File: src/rtl/txcea_mc.sv
`default_nettype none
// ============================================================================
// Module   : txcea_mc
// Brief    : Multi-channel sensor frame transmitter. Fetches one or all
//            channel words from storage and serialises a framed response
//            (ID, frame count, data, 16-bit checksum) byte by byte.
// Revision : 1.0 - initial release
// ============================================================================
module txcea_mc #(
    parameter int          NUM_CH  = 4,
    parameter int          DATA_W  = 32,
    parameter logic [15:0] DEV_ID  = 16'hA55A,
    parameter int          TIMEOUT = 1024
) (
    input  logic              sys_clk,
    input  logic              sys_rst,
    input  logic [7:0]        cmd,
    input  logic              cmd_flag,
    output logic [7:0]        req_cmd,
    output logic              req_cmd_flag,
    input  logic [DATA_W-1:0] req_data,
    input  logic              req_data_flag,
    output logic [7:0]        bus_data,
    output logic              bus_data_flag,
    input  logic              bus_send_finish,
    output logic              busy,
    output logic              timeout_err
);

    localparam int             c_db       = DATA_W / 8;
    localparam int             c_idx_w    = $clog2(c_db + 5);
    localparam int             c_tc_w     = $clog2(TIMEOUT + 1);
    localparam logic [c_idx_w-1:0] c_idx_one  = c_idx_w'(1);
    localparam logic [c_idx_w-1:0] c_len_hdr  = c_idx_w'(4);
    localparam logic [c_idx_w-1:0] c_len_data = c_idx_w'(c_db);
    localparam logic [c_idx_w-1:0] c_len_csum = c_idx_w'(2);
    localparam logic [c_tc_w-1:0]  c_tc_one   = c_tc_w'(1);
    localparam logic [c_tc_w-1:0]  c_tc_max   = c_tc_w'(TIMEOUT - 1);
    localparam logic [7:0]     c_num_ch   = 8'(NUM_CH);
    localparam logic [6:0]     c_last_ch  = 7'(NUM_CH - 1);

    localparam logic [2:0] c_st_idle = 3'd0;
    localparam logic [2:0] c_st_hdr  = 3'd1;
    localparam logic [2:0] c_st_req  = 3'd2;
    localparam logic [2:0] c_st_wait = 3'd3;
    localparam logic [2:0] c_st_data = 3'd4;
    localparam logic [2:0] c_st_csum = 3'd5;

    logic [2:0]         r_state;
    logic [c_idx_w-1:0] r_idx;
    logic               r_pend;
    logic [DATA_W-1:0]  r_word;
    logic [15:0]        r_csum;
    logic [15:0]        r_frame_cnt;
    logic [6:0]         r_ch;
    logic [6:0]         r_ch_end;
    logic [c_tc_w-1:0]  r_tcnt;

    logic               w_send;
    logic [c_idx_w-1:0] w_len;
    logic               w_fin;
    logic               w_last;
    logic               w_go;
    logic               w_done;
    logic [7:0]         w_byte;
    logic               w_cmd_ok;

    // r_idx counts bytes already strobed in the current state; a byte is
    // issued either on state entry (nothing pending) or on the finish of
    // the previous byte when more remain.
    always_comb begin
        w_send = (r_state == c_st_hdr) || (r_state == c_st_data) || (r_state == c_st_csum);
        w_len  = '0;
        w_byte = 8'h00;
        case (r_state)
            c_st_hdr: begin
                w_len = c_len_hdr;
                case (r_idx[1:0])
                    2'd0:    w_byte = DEV_ID[15:8];
                    2'd1:    w_byte = DEV_ID[7:0];
                    2'd2:    w_byte = r_frame_cnt[15:8];
                    default: w_byte = r_frame_cnt[7:0];
                endcase
            end
            c_st_data: begin
                w_len  = c_len_data;
                w_byte = r_word[DATA_W-1 -: 8];
            end
            c_st_csum: begin
                w_len  = c_len_csum;
                w_byte = (r_idx == '0) ? r_csum[15:8] : r_csum[7:0];
            end
            default: ;
        endcase
        w_fin    = r_pend && bus_send_finish;
        w_last   = (r_idx == w_len);
        w_go     = w_send && (!r_pend || (w_fin && !w_last));
        w_done   = w_send && w_fin && w_last;
        w_cmd_ok = cmd_flag && ((!cmd[7] && (cmd < c_num_ch)) || (cmd == 8'h80));
    end

    always_ff @(posedge sys_clk or negedge sys_rst) begin
        if (!sys_rst) begin
            r_state       <= c_st_idle;
            r_idx         <= '0;
            r_pend        <= 1'b0;
            r_word        <= '0;
            r_csum        <= '0;
            r_frame_cnt   <= '0;
            r_ch          <= '0;
            r_ch_end      <= '0;
            r_tcnt        <= '0;
            req_cmd       <= '0;
            req_cmd_flag  <= 1'b0;
            bus_data      <= '0;
            bus_data_flag <= 1'b0;
            busy          <= 1'b0;
            timeout_err   <= 1'b0;
        end else begin
            bus_data_flag <= 1'b0;
            req_cmd_flag  <= 1'b0;
            timeout_err   <= 1'b0;

            if (w_go) begin
                bus_data      <= w_byte;
                bus_data_flag <= 1'b1;
                r_pend        <= 1'b1;
                r_idx         <= r_idx + c_idx_one;
                if (r_state != c_st_csum)
                    r_csum <= r_csum + {8'h00, w_byte};
                if (r_state == c_st_data)
                    r_word <= r_word << 8;
            end else if (w_fin) begin
                r_pend <= 1'b0;
            end

            case (r_state)
                c_st_idle: begin
                    if (w_cmd_ok) begin
                        r_state <= c_st_hdr;
                        busy    <= 1'b1;
                        r_idx   <= '0;
                        r_pend  <= 1'b0;
                        r_csum  <= '0;
                        if (cmd[7]) begin
                            r_ch     <= '0;
                            r_ch_end <= c_last_ch;
                        end else begin
                            r_ch     <= cmd[6:0];
                            r_ch_end <= cmd[6:0];
                        end
                    end
                end
                c_st_hdr: begin
                    if (w_done) begin
                        r_state <= c_st_req;
                        r_idx   <= '0;
                    end
                end
                c_st_req: begin
                    req_cmd      <= {1'b0, r_ch};
                    req_cmd_flag <= 1'b1;
                    r_tcnt       <= '0;
                    r_state      <= c_st_wait;
                end
                c_st_wait: begin
                    // Real data takes priority over a coincident timeout.
                    if (req_data_flag) begin
                        r_word  <= req_data;
                        r_state <= c_st_data;
                    end else if (r_tcnt == c_tc_max) begin
                        r_word      <= '1;
                        timeout_err <= 1'b1;
                        r_state     <= c_st_data;
                    end else begin
                        r_tcnt <= r_tcnt + c_tc_one;
                    end
                end
                c_st_data: begin
                    if (w_done) begin
                        r_idx <= '0;
                        if (r_ch == r_ch_end) begin
                            r_state <= c_st_csum;
                        end else begin
                            r_ch    <= r_ch + 7'd1;
                            r_state <= c_st_req;
                        end
                    end
                end
                c_st_csum: begin
                    if (w_done) begin
                        r_state     <= c_st_idle;
                        r_idx       <= '0;
                        busy        <= 1'b0;
                        r_frame_cnt <= r_frame_cnt + 16'd1;
                    end
                end
                default: r_state <= c_st_idle;
            endcase
        end
    end

endmodule
`default_nettype wire

File: config.mk
export PLATFORM = sky130hd
export DESIGN_NAME = txcea_mc
export DESIGN_NICKNAME = d
export VERILOG_FILES = /design/src/rtl/txcea_mc.sv
export SDC_FILE = /design/constraint.sdc
export NUM_CORES = 1
export LEC_CHECK = 0
export CAP_MARGIN = 20
export CORE_ASPECT_RATIO = 1.75
export CORE_MARGIN = 10
export CORE_UTILIZATION = 40
export DETAILED_ROUTE_END_ITERATION = 8
export PLACE_DENSITY = 0.62
export SKIP_LAST_GASP = 1
export SYNTH_ARGS = -nofsm -noshare
export SYNTH_HDL_FRONTEND = slang
export SYNTH_SLANG_ARGS = --single-unit
File: constraint.sdc
create_clock -name sys_clk -period 3 [get_ports sys_clk]
set_input_delay 0.75 -clock sys_clk [delete_from_list [all_inputs] [get_ports sys_clk]]
set_output_delay 0.75 -clock sys_clk [all_outputs]
set_load 0.03 [all_outputs]
* Word level (Yosys, flattened, before mapping)
Cells that the tools add are included.
** Word-level totals
- Memory bits (read-only) :: 0
- Word-level logic and storage cells :: 115
- Bits in latches :: 0
- Memories :: 0
- Input port bits :: 45
- Memory bits (writable) :: 0
- Bits in registers :: 116
** Cells by class
- Bitwise gates (word level) :: 0
- Equality and inequality tests :: 20
- Multipliers :: 0
- $lt $le $gt $ge :: 1
- Reductions and logical operators :: 28
- Shift-type cells :: 0
- Add/sub/neg operators :: 5
- Mux-type cells :: 46
- Div/mod/pow operators :: 0
** Operators with widths (count)
- 2-to-1 mux 32 bit :: 5
- 2-to-1 mux 16 bit :: 4
- one-hot mux 8 bit (3 select lines) :: 2
- 2-to-1 mux 7 bit :: 5
- 2-to-1 mux 11 bit :: 2
- one-hot mux 11 bit (2 select lines) :: 1
- 2-to-1 mux 3 bit :: 7
- one-hot mux 3 bit (6 select lines) :: 1
- adder 16 x 1 -> 16 bit, second input constant :: 1
- adder 16 x 8 -> 16 bit :: 1
- inequality test 2 bit, second input constant :: 7
- one-hot mux 7 bit (2 select lines) :: 1
- 2-to-1 mux 4 bit :: 3
- adder 11 x 1 -> 11 bit, second input constant :: 1
- == test 11 x 10 -> 1 bit, second input constant :: 1
- 2-to-1 mux 1 bit :: 11
- == test 8 bit, second input constant :: 1
- less-than comparator 8 x 3 -> 1 bit, second input constant :: 1
- 2-to-1 mux 8 bit :: 1
- one-hot mux 4 bit (2 select lines) :: 1
- adder 7 x 1 -> 7 bit, second input constant :: 1
- == test 7 bit :: 1
- logical AND 1 bit :: 7
- == test 3 x 2 -> 1 bit, second input constant :: 2
- other kinds (21) :: 32

* Longest topological paths before layout
Gate-level depths: netlist of the first run.
- Depth in word-level cells :: 12
- Gate-level depth with buffers :: 14

* Least setup slack after synthesis of the first run
OpenSTA, ideal clock, no wires.
- Path kind :: reg-to-reg
- Start point :: reg r_idx[0]
- End point :: reg r_csum[13]
- Path slack :: -337 ps
- Arrival :: 3202 ps
- Data required time :: 2865 ps
- Cell stages (with the launch flop) :: 13
- Path buffers :: 0
- Cell sequence :: dfrtp_1 -> inv_1 -> ha_1 -> nor3b_2 -> mux2_2 -> mux2i_1 -> o22ai_1 -> ha_1 -> a21o_1 -> a21o_1 -> o32ai_1 -> nor4b_1 -> mux2i_1
** On the way
- Word-level cells in the longest chain between the ends :: 8
** Ends and longest elaborated chain
- start, declared :: RTL line 50 : logic [c_idx_w-1:0] r_idx;
- start signal, assigned :: RTL line 128 : r_idx <= r_idx + c_idx_one;
- == test 2 bit (tied with other cells) :: RTL line 78 : case (r_idx[1:0])
- one-hot mux 8 bit (3 select lines) / 2-to-1 mux 8 bit (equally long branches) :: RTL line 78, 91
- one-hot mux 8 bit (3 select lines) * :: RTL line 75 : case (r_state)
- via w_byte[3] :: RTL line 65 : logic [7:0] w_byte;
- adder 16 x 8 -> 16 bit * :: RTL line 130 : r_csum <= r_csum + {8'h00, w_byte};
- 2-to-1 mux 16 bit * :: RTL line 129 : if (r_state != c_st_csum)
- 2-to-1 mux 16 bit * :: RTL line 124 : if (w_go) begin
- 2-to-1 mux 16 bit :: RTL line 139 : if (w_cmd_ok) begin
- 2-to-1 mux 16 bit * :: RTL line 137 : case (r_state)
- end signal, assigned :: RTL line 130
- end, declared :: RTL line 53 : logic [15:0] r_csum;
The timed path passes the listed nets; every way through them passes the cells marked *.
A chain may end at the register's enable or synchronous reset.

* Worst setup path in the final report of the first run
- Start point :: reg r_idx[0]
- End point :: reg r_csum[14]
The elaborated chain is that of the path after synthesis.

==> results.ini, run 1 <==
[run_status]
outcome = finished, violations left
violations = setup timing

[placement]
dp_slack_ps = -240
io_buffers = 63
finalWeightedCongestion = 0.911
post-dp-hpwl_um = 12900
dp.cells = 956

[floorplan]
die_w_um = 116
core_mm2 = 0.0158
rows = 61
fp.dieH_um = 187
dieArea_mm2 = 0.0216
initial_core_util_pct = 40.4
io_pins = 65

[grt]
antenna_found_initial = 0
grt_use_total_pct = 16.7
globalRoute.totalOverflow = 0
grt_start_max_net_pins = 52
grt_pass1_wl_um = 29200
grt_pass1_vias = 6049

[finish]
stdcell_count = 1006
diodes = 0
final_common_cell = dfrtp_1
synthToLayoutAreaGrowth_pct = 33.4
mostFrequentLayoutCells = dfrtp_1 (116), nor2_1 (83), buf_4 (74)
drive_above_1_share_pct = 21.8
nNetsFinal = 866

[power_and_ir_drop]
ir_worst_vdd_mv = 0.512
p_total_mw = 9.70
leakagePower_nw = 3.79
p_per_area_mw_per_mm2 = 1140

[critical_path]
cp.arrival_ps = 3530
setup.worst_path.start_class = flop
path_cells = inv_2 -> ha_4 -> nor3b_4 -> buf_12 -> mux2_2 -> mux2i_1 -> o22ai_1 -> ha_1 -> inv_1 -> a21oi_2 -> o22ai_4 -> or4_1 -> a21oi_1
worstReg2RegStart = r_idx[0]
worstSetupEndpointType = flop
startpoint = r_idx[0]
required_ps = 3330
cp_max_fo = 8
slowest_delay_ps = 520
crit_slowest_cell = or4_1
path_class = reg2reg

[logic_synthesis]
netlist_instances = 682
synthesis.area_mm2 = 0.00639
syn_nets = 743
ys_seq_elements = 116
synth_seq_area_share_pct = 45.5
synth-async-reset-ratio_pct = 100
synth.distinct_cells = 66
synth-edff-count = 0
yosys_most_used_dff = dfrtp_1
syn_area_per_cell_um2 = 9.36
ys_warn_count = 0

[route]
first_pass_iters = 5
wire_per_inst_um = 17.8
finalWirelength_um = 17900
ant_nets = 0
post-route-drc-count = 0
first_iter_violations = 285
dr_total_vias = 5659
drt-vias-per-instance = 5.63

[cts]
clockBufferDepth = 2
clk-insertion-delay-late_ps = 410
cts_buffers = 17
cts.clk_slew.worst_paths_ps = 60
cts_tree = done
h-tree-depth = 4
postCtsHoldBufs = 0
cts.sinks = 116
clock-root-buffer = clkbuf_16

[timing]
fin_crit_sh_pct = 107
fin_crit_ps = 3200
fin_skew_ps = 10.6
fin_ws_ps = -203
slew_viol_final = 0
tightest_slew_ps = 848
hold_ws_ps = 366
fmax_mhz = 312
slew_headroom_pct = 43.0
rsz0062_at_grt = true
setup_viol = 12
hold_viol = 0

[worst_hold_path]
hold_class = in2async

[job]
drv_cap = 0

worst max-delay path, delay by kind of cell, from the launching register on:
kind | cells | cell delay, ps
AO/OA/AOI/OAI | 4 | 700
adder cells (fa/ha/maj) | 2 | 470
buffers and inverters | 3 | 340
flip-flops | 1 | 400
multiplexers | 2 | 480
AND/OR/NAND/NOR | 2 | 720
registers in the layout, indices dropped and copies added, names as in the netlist, 3 cells and up:
| name | count |
|---|---|
| bus_data | 8 |
| r_ch | 7 |
| r_ch_end | 7 |
| r_csum | 16 |
| r_frame_cnt | 16 |
| r_idx | 4 |
| r_state | 3 |
| r_tcnt | 11 |
| r_word | 32 |
| req_cmd | 7 |
metrics by stage:
step                      utilization [%]  TNS, ps  cell area [um^2]
after floorplan                         -     -412              6460
after global placement               48.1     -516              7600
after detailed placement             48.1    -1580              7600
after CTS                            52.9     -823              8370
after global routing                 53.9    -3220              8520
final                                53.9    -1570              8520
where the power goes:
part | internal, mW | leakage [nW] | total, mW | switching (mW)
sequential | 2.06 | 1.48 | 2.52 | 0.459
clock | 1.26 | 0.277 | 2.00 | 0.739
combinational | 2.56 | 2.03 | 5.18 | 2.62
routing by layer:
metal	vias to the layer above	global-route usage (%)	routed length (um)	part of all wire [%]
li1	2705	-	-	-
met1	2761	17.0	6660	37
met2	131	30.3	9880	55
met3	62	3.21	545	3.0
met4	0	9.89	865	4.8
met5	-	0	0	0
path summary, 6_finish.rpt:
check / endpoint / slack [ps] / cells past startpoint
min in group sys_clk: r_tcnt[10] / 480 / 1
hold / removal: req_cmd_flag / 370 / 1
hold reg to reg: r_tcnt[10] / 480 / 1
max in group asynchronous: r_csum[9] / 1860 / 2
setup / recovery: r_csum[14] / -200 / 13
setup reg to reg: r_csum[14] / -200 / 13
logic make-up (layout without fill, tap and decap cells):
logic type,count (synthesis),count (layout),share of synthesized area [%]
other,1,1,0.0587
AO/OA/AOI/OAI,168,168,17.2
adder cells (fa/ha/maj),16,16,3.25
flip-flops,116,116,45.5
XOR/XNOR,32,32,4.39
AND/OR/NAND/NOR,251,251,18.6
multiplexers,41,41,6.99
buffers and inverters,57,192,4.00
area by class of cell:
| cell class | instances | area (um^2) |
|---|---|---|
| Multi-Input combinational cell | 509 | 3470 |
| Timing Repair Buffer | 142 | 1250 |
| Fill cell | 1384 | 7280 |
| Tap cell | 189 | 236 |
| Clock buffer | 19 | 453 |
| Inverter | 19 | 71.3 |
| Clock inverter | 12 | 131 |
| Sequential cell | 116 | 2900 |
repair_timing:
item / in CTS / in global routing
buffers inserted: 15 / 7
resized for setup: 14 / 30
setup endpoints to repair: 11 / 13
hold endpoints to repair: 0 / 0
pin swaps: 13 / 21
cell usage after synthesis, drive strengths merged (4+ instances only):
cell | number | area, um^2
and3 | 8 | 50.1
or3 | 5 | 31.3
dfrtp | 116 | 2900
clkbuf | 21 | 78.8
nand2 | 56 | 210
buf | 17 | 105
o22ai | 9 | 56.3
a221oi | 5 | 43.8
a21oi | 43 | 215
a31oi | 5 | 31.3
xor2 | 15 | 131
nor3 | 39 | 195
o21ai | 35 | 175
and4 | 4 | 35.0
nand3 | 21 | 105
o211ai | 5 | 42.5
a21o | 5 | 37.5
o31ai | 4 | 30.0
and2 | 7 | 43.8
ha | 15 | 188
a211oi | 27 | 203
mux2 | 26 | 297
mux2i | 15 | 150
xnor2 | 17 | 149
nor2 | 83 | 312
inv | 18 | 67.6
nand4 | 5 | 31.3
(Power assumes the default switching activity.)
==> run 2, diff against run 1 <==
--- a/config.mk
+++ b/config.mk
@@ -8,9 +8,9 @@
 export CAP_MARGIN = 20
 export CORE_ASPECT_RATIO = 1.75
 export CORE_MARGIN = 10
-export CORE_UTILIZATION = 40
+export CORE_UTILIZATION = 33
 export DETAILED_ROUTE_END_ITERATION = 8
-export PLACE_DENSITY = 0.62
+export PLACE_DENSITY = 0.53
 export SKIP_LAST_GASP = 1
 export SYNTH_ARGS = -nofsm -noshare
 export SYNTH_HDL_FRONTEND = slang
==> results.ini, run 2 (synthesis gave the netlist of run 1 again) <==
[timing]
rsz0062_at_grt = true  ; unchanged
slew_headroom_pct = 33.5  ; was 43.0%
tightest_slew_ps = 990  ; was 848 ps
fin_skew_ps = 8.69  ; was 10.6 ps
hold_viol = 0  ; unchanged
fin_setup_tns_ps = -1190  ; was -1570 ps
fin_crit_ps = 3210  ; was 3200 ps
fin_ws_ps = -214  ; was -203 ps
setup_viol = 11  ; was 12
slew_viol_final = 0  ; unchanged
hold_ws_ps = 279  ; was 366 ps
fin_crit_sh_pct = 107  ; about the same
fmax_mhz = 311  ; was 312 MHz

[cts]
clockBufferDepth = 2  ; unchanged
cts_tree = done  ; unchanged
cts.sinks = 116  ; unchanged
clk-insertion-delay-late_ps = 430  ; was 410 ps
clock-root-buffer = clkbuf_16  ; unchanged
h-tree-depth = 4  ; unchanged
cts_buffers = 17  ; unchanged
cts.clk_slew.worst_paths_ps = 60  ; about the same

[route]
wl_met2_um = 10500  ; was 9880 um
highest_layer = met4  ; unchanged
first_iter_violations = 484  ; was 285
drt-vias-per-instance = 5.36  ; was 5.63
first_pass_iters = 5  ; unchanged
wl_met3_um = 552  ; was 545 um
post-route-drc-count = 0  ; unchanged
ant_nets = 0  ; unchanged
finalWirelength_um = 18900  ; was 17900 um
dr_total_vias = 5644  ; was 5659
m1WireLength_um = 6940  ; was 6660 um
wire_per_inst_um = 17.9  ; was 17.8 um

[grt]
globalRoute.totalOverflow = 0  ; unchanged
grt_start_max_net_pins = 48  ; was 52
grt_pass1_wl_um = 30600  ; was 29200 um
grt_use_total_pct = 14.7  ; was 16.7%
grt_pass1_vias = 5989  ; was 6049
antenna_found_initial = 0  ; unchanged

[run_status]
violations = setup timing  ; unchanged
outcome = finished, violations left  ; unchanged

[finish]
synthToLayoutAreaGrowth_pct = 33.9  ; was 33.4%
mostFrequentLayoutCells = dfrtp_1 (116), nor2_1 (83), buf_4 (71)  ; was dfrtp_1 (116), nor2_1 (83), buf_4 (74)
stdcell_area_mm2 = 0.00855  ; was 0.00852 mm^2
diodes = 0  ; unchanged
nNetsFinal = 860  ; was 866
largest-register = r_word  ; unchanged
utilization_pct = 44.7  ; was 53.9%
stdcell_count = 1053  ; was 1006
drive_above_1_share_pct = 20.6  ; was 21.8%
largestRegisters = r_word (32), r_csum (16), r_frame_cnt (16)  ; unchanged
final_common_cell = dfrtp_1  ; unchanged
largest_register_ffs = 32  ; unchanged

[critical_path]
path_cells = inv_2 -> ha_4 -> nor3b_4 -> buf_12 -> mux2_4 -> mux2i_2 -> o22ai_2 -> ha_1 -> a21o_1 -> and4_4 -> buf_4 -> o31a_1 -> a311o_1 -> a21oi_1  ; was inv_2 -> ha_4 -> nor3b_4 -> buf_12 -> mux2_2 -> mux2i_1 -> o22ai_1 -> ha_1 -> inv_1 -> a21oi_2 -> o22ai_4 -> or4_1 -> a21oi_1
path_delay_family = compound AO/OA/AOI/OAI gates  ; was simple AND/OR/NAND/NOR gates
crit_slowest_cell = dfrtp_1  ; was or4_1
path_class = reg2reg  ; unchanged
setup.worst_path.start_class = flop  ; unchanged
worstSetupEndpointType = flop  ; unchanged
slowest_delay_ps = 410  ; was 520 ps
cp_max_fo = 8  ; unchanged
required_ps = 3350  ; was 3330 ps
worst-path-buf-inv = 3  ; unchanged
startpoint = r_idx[1]  ; was r_idx[0]
worstReg2RegStart = r_idx[1]  ; was r_idx[0]
cp.arrival_ps = 3560  ; was 3530 ps

[floorplan]
io_pins = 65  ; unchanged
dieArea_mm2 = 0.0255  ; was 0.0216 mm^2
rows = 67  ; was 61
initial_core_util_pct = 33.4  ; was 40.4%
core_mm2 = 0.0191  ; was 0.0158 mm^2
fp.dieH_um = 204  ; was 187 um
die_w_um = 125  ; was 116 um

[placement]
place_area_mm2 = 0.00769  ; was 0.00760 mm^2
dp_slack_ps = -256  ; was -240 ps
post-dp-hpwl_um = 13700  ; was 12900 um
io_buffers = 63  ; unchanged
dp.cells = 1009  ; was 956
finalWeightedCongestion = 0.904  ; was 0.911

[power_and_ir_drop]
p_total_mw = 9.57  ; was 9.70 mW
p_per_area_mw_per_mm2 = 1120  ; was 1140 mW/mm^2
ir_worst_vdd_mv = 0.495  ; was 0.512 mV
leakagePower_nw = 3.79  ; about the same

[job]
drv_cap = 0  ; unchanged

[worst_hold_path]
hold_class = in2async  ; unchanged

-- run 2: changes by cell type in the layout (fill, tap and decap cells not counted), moves of 3 or more --
cell / change
ha_1: -3
a21oi_1: +5
buf_4: -3
clkbuf_8: +3
a21oi_2: -3
buf_6: -4
o21ai_0: +3
clkinvlp_4: -3
o21ai_1: -3
-- run 2: cell type report --
class / count / area [um^2]
Multi-Input combinational cell: 509 / 3430
Timing Repair Buffer: 136 / 1200
Inverter: 19 / 71.3
Sequential cell: 116 / 2900
Clock inverter: 9 / 148
Fill cell: 1884 / 10600
Clock buffer: 23 / 498
Tap cell: 241 / 302
-- run 2: worst reg2reg max path, delay by kind of cell, from the launching register on --
kind	cells	cell delay, ps
AO/OA/AOI/OAI	5	1020
adder cells (fa/ha/maj)	2	440
buffers and inverters	3	390
flip-flops	1	410
multiplexers	2	480
AND/OR/NAND/NOR	2	400
-- run 2: worst paths after layout --
path                                  end  slack [ps]  cells past startpoint
max in group asynchronous  r_frame_cnt[6]        2040                      2
min in group sys_clk           r_tcnt[10]         480                      1
min                            req_cmd[1]         280                      1
max                             r_csum[7]        -210                     14
min reg2reg                    r_tcnt[10]         480                      1
max reg2reg                     r_csum[7]        -210                     14
-- run 2: metal layers --
metal,global-route usage (%),vias up
met3,2.47,51
li1,-,2689
met2,27.6,129
met5,0,-
met4,9.54,0
met1,14.5,2775
-- run 2: repair_timing --
action,in CTS,in global routing
hold buffers,0,0
gates cloned,0,0
resized for setup,19,8
setup buffers,8,4
endpoints found under the setup margin,12,13
pin swaps,13,14
-- run 2: report_power, final --
part | switching (mW) | total (mW) | internal [mW]
clock network | 0.739 | 2.23 | 1.49
logic | 2.42 | 4.78 | 2.36
registers | 0.502 | 2.56 | 2.06
==> run 3, diff against run 2 <==
--- a/config.mk
+++ b/config.mk
@@ -15,3 +15,4 @@
 export SYNTH_ARGS = -nofsm -noshare
 export SYNTH_HDL_FRONTEND = slang
 export SYNTH_SLANG_ARGS = --single-unit
+export TNS_END_PERCENT = 30
==> results.ini, run 3 (synthesis gave the netlist of run 1 again) <==
[power_and_ir_drop]
ir_worst_vdd_mv = 0.623  ; was 0.495 mV
p_total_mw = 9.46  ; was 9.57 mW
leakagePower_nw = 3.76  ; was 3.79 nW
p_per_area_mw_per_mm2 = 1110  ; was 1120 mW/mm^2

[route]
first_pass_iters = 5  ; unchanged
wl_met3_um = 552  ; unchanged
post-route-drc-count = 0  ; unchanged
drt-vias-per-instance = 5.35  ; was 5.36
highest_layer = met4  ; unchanged
wire_per_inst_um = 17.7  ; was 17.9 um
wl_met2_um = 10600  ; was 10500 um
dr_total_vias = 5629  ; was 5644
ant_nets = 0  ; unchanged
first_iter_violations = 348  ; was 484
m1WireLength_um = 6890  ; was 6940 um
finalWirelength_um = 18700  ; was 18900 um

[run_status]
violations = setup timing  ; unchanged
outcome = finished, violations left  ; unchanged

[grt]
antenna_found_initial = 0  ; unchanged
grt_pass1_wl_um = 30800  ; was 30600 um
globalRoute.totalOverflow = 0  ; unchanged
grt_start_max_net_pins = 97  ; was 48
grt_use_total_pct = 14.7  ; about the same
grt_pass1_vias = 6052  ; was 5989

[timing]
fmax_mhz = 313  ; was 311 MHz
setup_viol = 11  ; unchanged
fin_crit_ps = 3190  ; was 3210 ps
fin_crit_sh_pct = 106  ; was 107%
fin_setup_tns_ps = -1440  ; was -1190 ps
tightest_slew_ps = 943  ; was 990 ps
hold_viol = 0  ; unchanged
fin_skew_ps = 8.28  ; was 8.69 ps
slew_headroom_pct = 36.6  ; was 33.5%
fin_ws_ps = -190  ; was -214 ps
slew_viol_final = 0  ; unchanged
rsz0062_at_grt = true  ; unchanged

[finish]
stdcell_count = 1053  ; unchanged
multiInputGateArea_mm2 = 0.00341  ; was 0.00343 mm^2
n_fill_cell = 1821  ; was 1884
largest_register_ffs = 32  ; unchanged
nNetsFinal = 860  ; unchanged
mostFrequentLayoutCells = dfrtp_1 (116), nor2_1 (83), buf_4 (71)  ; unchanged
diodes = 0  ; unchanged
final_common_cell = dfrtp_1  ; unchanged
register_area_mm2 = 0.00290  ; unchanged
synthToLayoutAreaGrowth_pct = 33.3  ; was 33.9%
drive_above_1_share_pct = 20.0  ; was 20.6%
largest-register = r_word  ; unchanged
largestRegisters = r_word (32), r_csum (16), r_frame_cnt (16)  ; unchanged

[floorplan]
dieArea_mm2 = 0.0255  ; unchanged
io_pins = 65  ; unchanged
die_w_um = 125  ; unchanged
fp.dieH_um = 204  ; unchanged
rows = 67  ; unchanged
initial_core_util_pct = 33.4  ; unchanged
core_mm2 = 0.0191  ; unchanged

[cts]
clock-root-buffer = clkbuf_16  ; unchanged
cts_buffers = 17  ; unchanged
clk-insertion-delay-late_ps = 420  ; was 430 ps
cts.sinks = 116  ; unchanged
cts.clk_slew.worst_paths_ps = 60  ; about the same
clockBufferDepth = 2  ; unchanged
cts_tree = done  ; unchanged
h-tree-depth = 4  ; unchanged

[critical_path]
required_ps = 3340  ; was 3350 ps
path_class = reg2reg  ; unchanged
cp_max_fo = 8  ; unchanged
crit_top_cell = buf_4
rr_worst_depth = 15  ; was 14
path_cells = buf_4 -> buf_4 -> ha_2 -> a21oi_1 -> o21ai_0 -> buf_4 -> mux2i_1 -> o22ai_2 -> buf_4 -> fa_2 -> a21oi_2 -> o21ai_2 -> o22ai_4 -> or4_4 -> a21oi_1  ; was inv_2 -> ha_4 -> nor3b_4 -> buf_12 -> mux2_4 -> mux2i_2 -> o22ai_2 -> ha_1 -> a21o_1 -> and4_4 -> buf_4 -> o31a_1 -> a311o_1 -> a21oi_1
slowest_delay_ps = 520  ; was 410 ps
crit_slowest_cell = or4_4  ; was dfrtp_1
worst-path-buf-inv = 4  ; was 3
worst_r2r_endpoint = r_csum[14]  ; was r_csum[7]
worstReg2RegStart = r_idx[1]  ; unchanged
worstSetupEndpointType = flop  ; unchanged
cp.arrival_ps = 3530  ; was 3560 ps
setup.worst_path.start_class = flop  ; unchanged
reg2reg_slack_ps = -190  ; was -210 ps
path_delay_family = compound AO/OA/AOI/OAI gates  ; unchanged

[placement]
finalWeightedCongestion = 0.850  ; was 0.904
dp_slack_ps = -338  ; was -256 ps
io_buffers = 63  ; unchanged
post-dp-hpwl_um = 13300  ; was 13700 um
dp.cells = 1010  ; was 1009

[job]
drv_cap = 0  ; unchanged

[worst_hold_path]
hold_class = in2async  ; unchanged

-- run 3: repair_timing --
action,4_1_cts,5_1_grt
buffers inserted,8,4
endpoints found under the setup margin,12,13
pin swaps,8,9
resized for setup,13,10
gates cloned,0,0
hold endpoints to repair,0,0
hold buffers,0,0
-- run 3: through the flow --
stage          hold WS, ps  cell area [um^2]  utilization, %
6_report               216              8510            44.5
5_1_grt                231              8510            44.5
4_1_cts                212              8430            44.1
3_5_place_dp           461              7690            40.2
3_3_place_gp           462              7690            40.2
2_1_floorplan          442              6450               -
-- run 3: per-layer routing --
metal	vias up	global-route usage, %
met4	0	7.60
met2	120	28.1
li1	2700	-
met1	2766	14.6
met5	-	0
met3	43	2.93
-- run 3: worst max path at each step --
| stage | slack [ps] | endpoint | from | cells past startpoint |
|---|---|---|---|---|
| after CTS | -170 | r_csum[13] | r_idx[1] | 15 |
| final | -190 | r_csum[14] | r_idx[1] | 15 |
| after detailed placement | -340 | r_csum[13] | r_idx[1] | 14 |
| after global routing | -340 | r_csum[14] | r_idx[1] | 15 |
| after global placement | -150 | r_csum[9] | r_idx[1] | 14 |
| after floorplan | -80 | r_csum[14] | r_idx[0] | 12 |
-- run 3: power by group --
group          internal [mW]  switching (mW)
combinational           2.39            2.44
clock                   1.39           0.715
sequential              2.06           0.464
total                   5.84            3.62
-- run 3: layout make-up --
cell class	instances	share of cell area, %
multi-input cells	509	40.1
flip-flops and latches	116	34.1
repair buffers	136	14.3
clock buffers	23	5.73
well taps	241	3.54
clock inverters	9	1.47
inverters	19	0.838
